File: config.mk
export PLATFORM = sky130hd
export DESIGN_NAME = pll_lock_supervisor
export DESIGN_NICKNAME = d
export VERILOG_FILES = /design/src/rtl/pll_sup_pkg.sv /design/src/rtl/pll_lock_supervisor_sync.sv /design/src/rtl/pll_lock_supervisor.sv
export SDC_FILE = /design/constraint.sdc
export NUM_CORES = 1
export LEC_CHECK = 0
export CAP_MARGIN = 0
export CELL_PAD_IN_SITES_DETAIL_PLACEMENT = 1
export CELL_PAD_IN_SITES_GLOBAL_PLACEMENT = 2
export CORE_ASPECT_RATIO = 1.25
export CORE_MARGIN = 2
export CORE_UTILIZATION = 41
export DETAILED_ROUTE_END_ITERATION = 10
export DONT_BUFFER_PORTS = 1
export PLACE_DENSITY_LB_ADDON = 0.2
export SLEW_MARGIN = 25
export SYNTH_ARGS = -nofsm -noshare
export SYNTH_HDL_FRONTEND = slang
export SYNTH_HIERARCHICAL = 1
export SYNTH_SLANG_ARGS = --single-unit
File: constraint.sdc
create_clock -name clock -period 4.8 [get_ports clock]
set_clock_uncertainty 0.2 [all_clocks]
set_input_delay 0.96 -clock clock [delete_from_list [all_inputs] [get_ports clock]]
set_output_delay 0.96 -clock clock [all_outputs]
set_load 0.005 [all_outputs]
File: src/rtl/pll_sup_pkg.sv
// Shared types and helpers for the pixel PLL lock supervisor.
package pll_sup_pkg;

    localparam int STATUS_W = 8;

    typedef enum logic [2:0] {
        PLL_RST   = 3'd0,
        WAIT_LOCK = 3'd1,
        STABLE    = 3'd2,
        RELEASE   = 3'd3,
        RUN       = 3'd4
    } sup_state_e;

    // Counter width: enough bits for the largest cycle count, plus one spare.
    function automatic int cnt_w(input int a, input int b, input int c, input int d);
        int m;
        m = a;
        if (b > m) m = b;
        if (c > m) m = c;
        if (d > m) m = d;
        return $clog2(m) + 1;
    endfunction

endpackage

File: src/rtl/pll_lock_supervisor_sync.sv
// Multi-flop synchroniser that brings the raw PLL LOCK into the board clock domain.
module lock_sync #(
    parameter int SYNC_STAGES = 2
) (
    input  logic clock,
    input  logic reset_n,
    input  logic async_i,
    output logic sync_o
);

    logic [SYNC_STAGES-1:0] chain_q;

    // Shift the asynchronous input through the chain; cleared to "unlocked".
    always_ff @(posedge clock or negedge reset_n) begin
        if (!reset_n) begin
            chain_q <= '0;
        end else begin
            chain_q <= {chain_q[SYNC_STAGES-2:0], async_i};
        end
    end

    assign sync_o = chain_q[SYNC_STAGES-1];

endmodule

File: src/rtl/pll_lock_supervisor.sv
// Pixel PLL lock supervisor: sequences PLL RESETB, qualifies LOCK and releases
// the downstream domain resets one stage at a time.
// Optional status counters are built when PLL_SUPERVISOR_STATUS_EN is defined.
module pll_lock_supervisor
    import pll_sup_pkg::*;
#(
    parameter int PLL_RST_CYCLES = 16,
    parameter int LOCK_TIMEOUT   = 4096,
    parameter int LOCK_STABLE    = 1024,
    parameter int STAGE_GAP      = 16,
    parameter int NUM_STAGES     = 3,
    parameter int SYNC_STAGES    = 2
) (
    input  logic                  clock,
    input  logic                  reset_n,
    input  logic                  pll_locked,
    input  logic                  reinit_req,
    output logic                  pll_resetb,
    output logic [NUM_STAGES-1:0] stage_rst_n,
    output logic                  ready
`ifdef PLL_SUPERVISOR_STATUS_EN
    ,
    output logic [STATUS_W-1:0]   lock_loss_cnt,
    output logic [STATUS_W-1:0]   timeout_cnt
`endif
);

    localparam int CNT_W = cnt_w(PLL_RST_CYCLES, LOCK_TIMEOUT, LOCK_STABLE,
                                 STAGE_GAP * NUM_STAGES);

    localparam logic [CNT_W-1:0] RST_LAST    = CNT_W'(PLL_RST_CYCLES - 1);
    localparam logic [CNT_W-1:0] TO_LAST     = CNT_W'(LOCK_TIMEOUT - 1);
    localparam logic [CNT_W-1:0] STABLE_LAST = CNT_W'(LOCK_STABLE - 1);
    localparam logic [CNT_W-1:0] REL_LAST    = CNT_W'(STAGE_GAP * (NUM_STAGES - 1));

    sup_state_e            state_q;
    logic [CNT_W-1:0]      cnt_q;
    logic                  pllResetb_q;
    logic [NUM_STAGES-1:0] stageRstN_q;
    logic                  ready_q;

    logic lockS;
    logic lossEvent;
    logic reinitEvent;
    logic restart;
    logic timeoutEvent;

    lock_sync #(
        .SYNC_STAGES (SYNC_STAGES)
    ) u_lock_sync (
        .clock   (clock),
        .reset_n (reset_n),
        .async_i (pll_locked),
        .sync_o  (lockS)
    );

    // Lock loss only matters once stages may be released; reinit is ignored
    // while the PLL is already being reset, and is never queued.
    assign lossEvent    = !lockS && ((state_q == RELEASE) || (state_q == RUN));
    assign reinitEvent  = reinit_req && (state_q != PLL_RST);
    assign restart      = lossEvent || reinitEvent;
    assign timeoutEvent = (state_q == WAIT_LOCK) && !lockS && (cnt_q == TO_LAST) && !reinit_req;

    // Main sequencer; every output is a register so nothing passes straight through.
    always_ff @(posedge clock or negedge reset_n) begin
        if (!reset_n) begin
            state_q     <= PLL_RST;
            cnt_q       <= '0;
            pllResetb_q <= 1'b0;
            stageRstN_q <= '0;
            ready_q     <= 1'b0;
        end else if (restart) begin
            state_q     <= PLL_RST;
            cnt_q       <= '0;
            pllResetb_q <= 1'b0;
            stageRstN_q <= '0;
            ready_q     <= 1'b0;
        end else begin
            case (state_q)
                PLL_RST: begin
                    if (cnt_q == RST_LAST) begin
                        state_q     <= WAIT_LOCK;
                        cnt_q       <= '0;
                        pllResetb_q <= 1'b1;
                    end else begin
                        cnt_q <= cnt_q + 1'b1;
                    end
                end
                WAIT_LOCK: begin
                    if (lockS) begin
                        state_q <= STABLE;
                        cnt_q   <= '0;
                    end else if (timeoutEvent) begin
                        state_q     <= PLL_RST;
                        cnt_q       <= '0;
                        pllResetb_q <= 1'b0;
                    end else begin
                        cnt_q <= cnt_q + 1'b1;
                    end
                end
                STABLE: begin
                    if (!lockS) begin
                        state_q <= WAIT_LOCK;
                        cnt_q   <= '0;
                    end else if (cnt_q == STABLE_LAST) begin
                        state_q        <= RELEASE;
                        cnt_q          <= '0;
                        stageRstN_q[0] <= 1'b1;
                    end else begin
                        cnt_q <= cnt_q + 1'b1;
                    end
                end
                RELEASE: begin
                    if (cnt_q == REL_LAST) begin
                        state_q <= RUN;
                        cnt_q   <= '0;
                        ready_q <= 1'b1;
                    end else begin
                        cnt_q <= cnt_q + 1'b1;
                        for (int k = 1; k < NUM_STAGES; k++) begin
                            if (cnt_q == CNT_W'(STAGE_GAP * k - 1)) begin
                                stageRstN_q[k] <= 1'b1;
                            end
                        end
                    end
                end
                RUN: begin
                    ready_q <= 1'b1;
                end
                default: begin
                    state_q     <= PLL_RST;
                    cnt_q       <= '0;
                    pllResetb_q <= 1'b0;
                    stageRstN_q <= '0;
                    ready_q     <= 1'b0;
                end
            endcase
        end
    end

    assign pll_resetb  = pllResetb_q;
    assign stage_rst_n = stageRstN_q;
    assign ready       = ready_q;

`ifdef PLL_SUPERVISOR_STATUS_EN
    logic [STATUS_W-1:0] lockLossCnt_q;
    logic [STATUS_W-1:0] timeoutCnt_q;

    // Saturating event counters; only a board reset clears them.
    always_ff @(posedge clock or negedge reset_n) begin
        if (!reset_n) begin
            lockLossCnt_q <= '0;
            timeoutCnt_q  <= '0;
        end else begin
            if (lossEvent && (lockLossCnt_q != '1)) begin
                lockLossCnt_q <= lockLossCnt_q + 1'b1;
            end
            if (timeoutEvent && (timeoutCnt_q != '1)) begin
                timeoutCnt_q <= timeoutCnt_q + 1'b1;
            end
        end
    end

    assign lock_loss_cnt = lockLossCnt_q;
    assign timeout_cnt   = timeoutCnt_q;
`endif

endmodule

==> metrics list <==
- Static power due to leakage: 0.580 nW
- The initial antenna violation count is 0.
- For this run, the total global-route usage over all layers was measured as 19.9%.
- The clock reaches the later pin of the worst-skew pair after 0.26 ns.
- For this design the top-level I/O count stands at 9.
- Area of the core: 3190 um2
- The number of hold buffers added after CTS was 0.
* Die Span Y: 68.7 um
* End of the worst register-to-register path: cnt_q[10]$_DFFE_PN0P_
- Endpoint of the worst setup timing path: cnt_q[10]$_DFFE_PN0P_
- STA puts the critical path data arrival time at 2.82 ns.
* Final cycle utilization of the critical path: roughly 60%
- Setup repair after global routing missed its margin: false
- Number of buffer cells added on primary ports: 0
* Worst hold-check path type: register to register
- Worst VDD drop: 0.132 mV
* Initial Utilization: 43.0%
- Setup total negative slack on the finished layout was measured at 0 ns.
- The worst path in the final design needs a cycle of 2.89 ns, including I/O delays and setup.
* CTS tree: done
- Post-synth EDFFs: 0
- Path type of the worst setup path: register to register
* Mean instance size in the synthesized netlist: 8.92 um2
* Count of max-cap constraint violations: 0
- Fraction of layout instances using a drive strength above 1: 7.89%
* Unique cell type count in the Yosys netlist: 45
* Reg-to-reg slack, setup: between 1.5 and 2 ns
- Via count of the first global-routing pass: 1201
* Number of cells on the worst reg-to-reg path: 6
* Maximum number of pins on one net before global-route repair: 24
- The filler cells instantiated in the layout total 388.
- Summed over all layers, the global routing overflow is 0.
* Post-detail-place hpwl: 2.50 mm
- In the synthesized netlist, the number of instances is between 150 and 200.
* Number of buffers between clock root and the deepest sink: 2
- The number of clock buffers added by TritonCTS is 3.
* Element type at the critical path end: register
* Highest-count cells in the layout ignoring fill and taps: dfrtp_1 (23), nand2_1 (18), o21ai_0 (14), a31oi_1 (14), nor2_1 (8)
- At the worst endpoint, the required time is between 4 and 5 ns.
- In this run the worst setup path begins at cnt_q[9]$_DFFE_PN0P_.
- In the final routed layout, each cell accounts on average for 18.1 um.
* Die boundary width: 55.8 um
* Slowest stage delay, CP: 0.61 ns
- The slowest stage of the critical path is the or4_1 cell.
* Crit path cell chain: or4_1 > or4_4 > a32oi_2 > nand3_2 > a41oi_1 > a31oi_1
* Reg-to-Reg Start: cnt_q[9]$_DFFE_PN0P_
- Clock transition at the registers of the reported paths: 0.08 ns
- Total power per unit cell area: 223 nW/um2
* Vias: 1179
- Timing would allow up to 346 MHz.
* Type of element launching the critical path: register
- Maximum fanout count along the critical path: 15
* Net count of the mapped netlist: 160
- The first global-routing pass estimated 5.94 mm of wire.
- Post-CTS Resized: 0
- H-Tree Depth: 1
- In the synthesized netlist the dominant register cell turns out to be dfrtp_1.
- Setup bufs post-CTS: 0
- Num rows: 23
- Final #Nets: 159
* Setup violations, final: 0
- Most frequent standard cell in the layout excluding fill and tap cells: dfrtp_1
* DR DRC count: 0
- Sequential cells were found to cover 41.9% of the synthesized design area.
- Routed wire length: ~3.4 mm
- In this run the remaining antenna-violating nets after routing total 0.
* Syn. warnings: 6
* Hold Violations, Final: 0
- CTS Root Cell: clkbuf_8
- Synthesis inferred 23 register bits.
- For the pin with the worst max-slew slack, the measured transition is 0.527 ns.
- Routability-driven placement finished with a final weighted congestion of 0.835.
- Sink Count: 23
- The die covers 3830 um2.
- The first TritonRoute pass finished after 4 iterations.
- Number of vias per cell: 6.24
- Slew Viols, Final: 0
- Post-layout utilization of the core: 44.5%
* Area delta synth->final: 3.55%
- Final antenna diode count: 0
- Worst relative slew slack: 64.5%
* Netlist area before placement: about 1400 um2
- In the synthesized netlist the async set-or-reset flop fraction comes to 100%.
- The run finished with clean final reports.
- First-iteration detailed-routing DRC count: 37
## cell families after synthesis
kind of cell | after synthesis | share of synthesized area [%]
adders and majority gates | 2 | 1.82
buffers and inverters | 13 | 5.28
AOI/OAI and AO/OA | 46 | 21.7
xor gates and xnor gates | 4 | 2.55
and+or+nand+nor | 66 | 26.8
DFF | 23 | 41.9
## worst min-delay path by stage
stage	start	end	slack, ns	cells after the start
5_1_grt	reset_n	cnt_q[2]$_DFFE_PN0P_	0.16	0
3_5_place_dp	u_lock_sync/chain_q[0]$_DFF_PN0_	u_lock_sync/chain_q[1]$_DFF_PN0_	0.16	0
4_1_cts	reset_n	stage_rst_n[2]$_DFFE_PN0P_	0.17	0
6_report	u_lock_sync/chain_q[0]$_DFF_PN0_	u_lock_sync/chain_q[1]$_DFF_PN0_	0.17	0
3_3_place_gp	u_lock_sync/chain_q[0]$_DFF_PN0_	u_lock_sync/chain_q[1]$_DFF_PN0_	0.13	0
2_1_floorplan	u_lock_sync/chain_q[0]$_DFF_PN0_	u_lock_sync/chain_q[1]$_DFF_PN0_	0.13	0
## through the flow
step	total power (W)	hold WS [ns]	std cells	setup slack (ns)	instance area, um2
6_report	0.000317	0.170	189	1.91	1420
5_1_grt	0.000330	0.160	189	1.74	1420
4_1_cts	0.000322	0.171	189	1.91	1420
3_5_place_dp	0.000200	0.156	185	1.93	1380
3_3_place_gp	0.000200	0.132	185	1.97	1380
2_1_floorplan	0.000200	0.131	154	2.25	1370
## Yosys cell counts (4+ instances only)
library cell,instances,share of area [%]
dfrtp_1,23,42
a21oi_1,6,2.2
nand3_1,4,1.5
a31oi_1,14,6.4
nand2_1,18,4.9
nand3b_1,6,3.3
nor3_1,5,1.8
nor2_1,8,2.2
inv_1,6,1.6
o21ai_0,14,5.1
## registers in the layout, indices dropped and copies added, names as in the netlist
register             cells
pll_resetb               1
ready                    1
u_lock_sync/chain_q      2
cnt_q                   13
state_q                  3
stage_rst_n              3
## layer usage
layer	routed length, um	GRT usage, %
met5	0	0
met4	40	7.32
met3	63	2.24
met2	1770	36.5
met1	1550	24.5
## area by class of cell
class / instances / area (um2) / area share [%]
clock buffer: 4 / 45.0 / 3.17
inverter: 6 / 22.5 / 1.58
multi-input combinational: 118 / 726 / 51.0
sequential: 23 / 576 / 40.5
tap: 37 / 46.3 / 3.25
timing repair buffer: 1 / 7.51 / 0.528
## report_power, final
part / internal [W] / total (W) / switching (W)
registers: 0.000194 / 0.000195 / 0.000000680
clock network: 0.0000592 / 0.000121 / 0.0000616
logic: 0.000000399 / 0.00000138 / 0.000000985
total: 0.000254 / 0.000317 / 0.0000633
## worst max-delay path: cells and delay by family, from the launching register on
| kind | cells | cell delay (ns) |
|---|---|---|
| DFF | 1 | 0.43 |
| and+or+nand+nor | 3 | 1.46 |
| AOI/OAI and AO/OA | 3 | 0.66 |
Note: power is estimated with default switching activity, not from simulation.
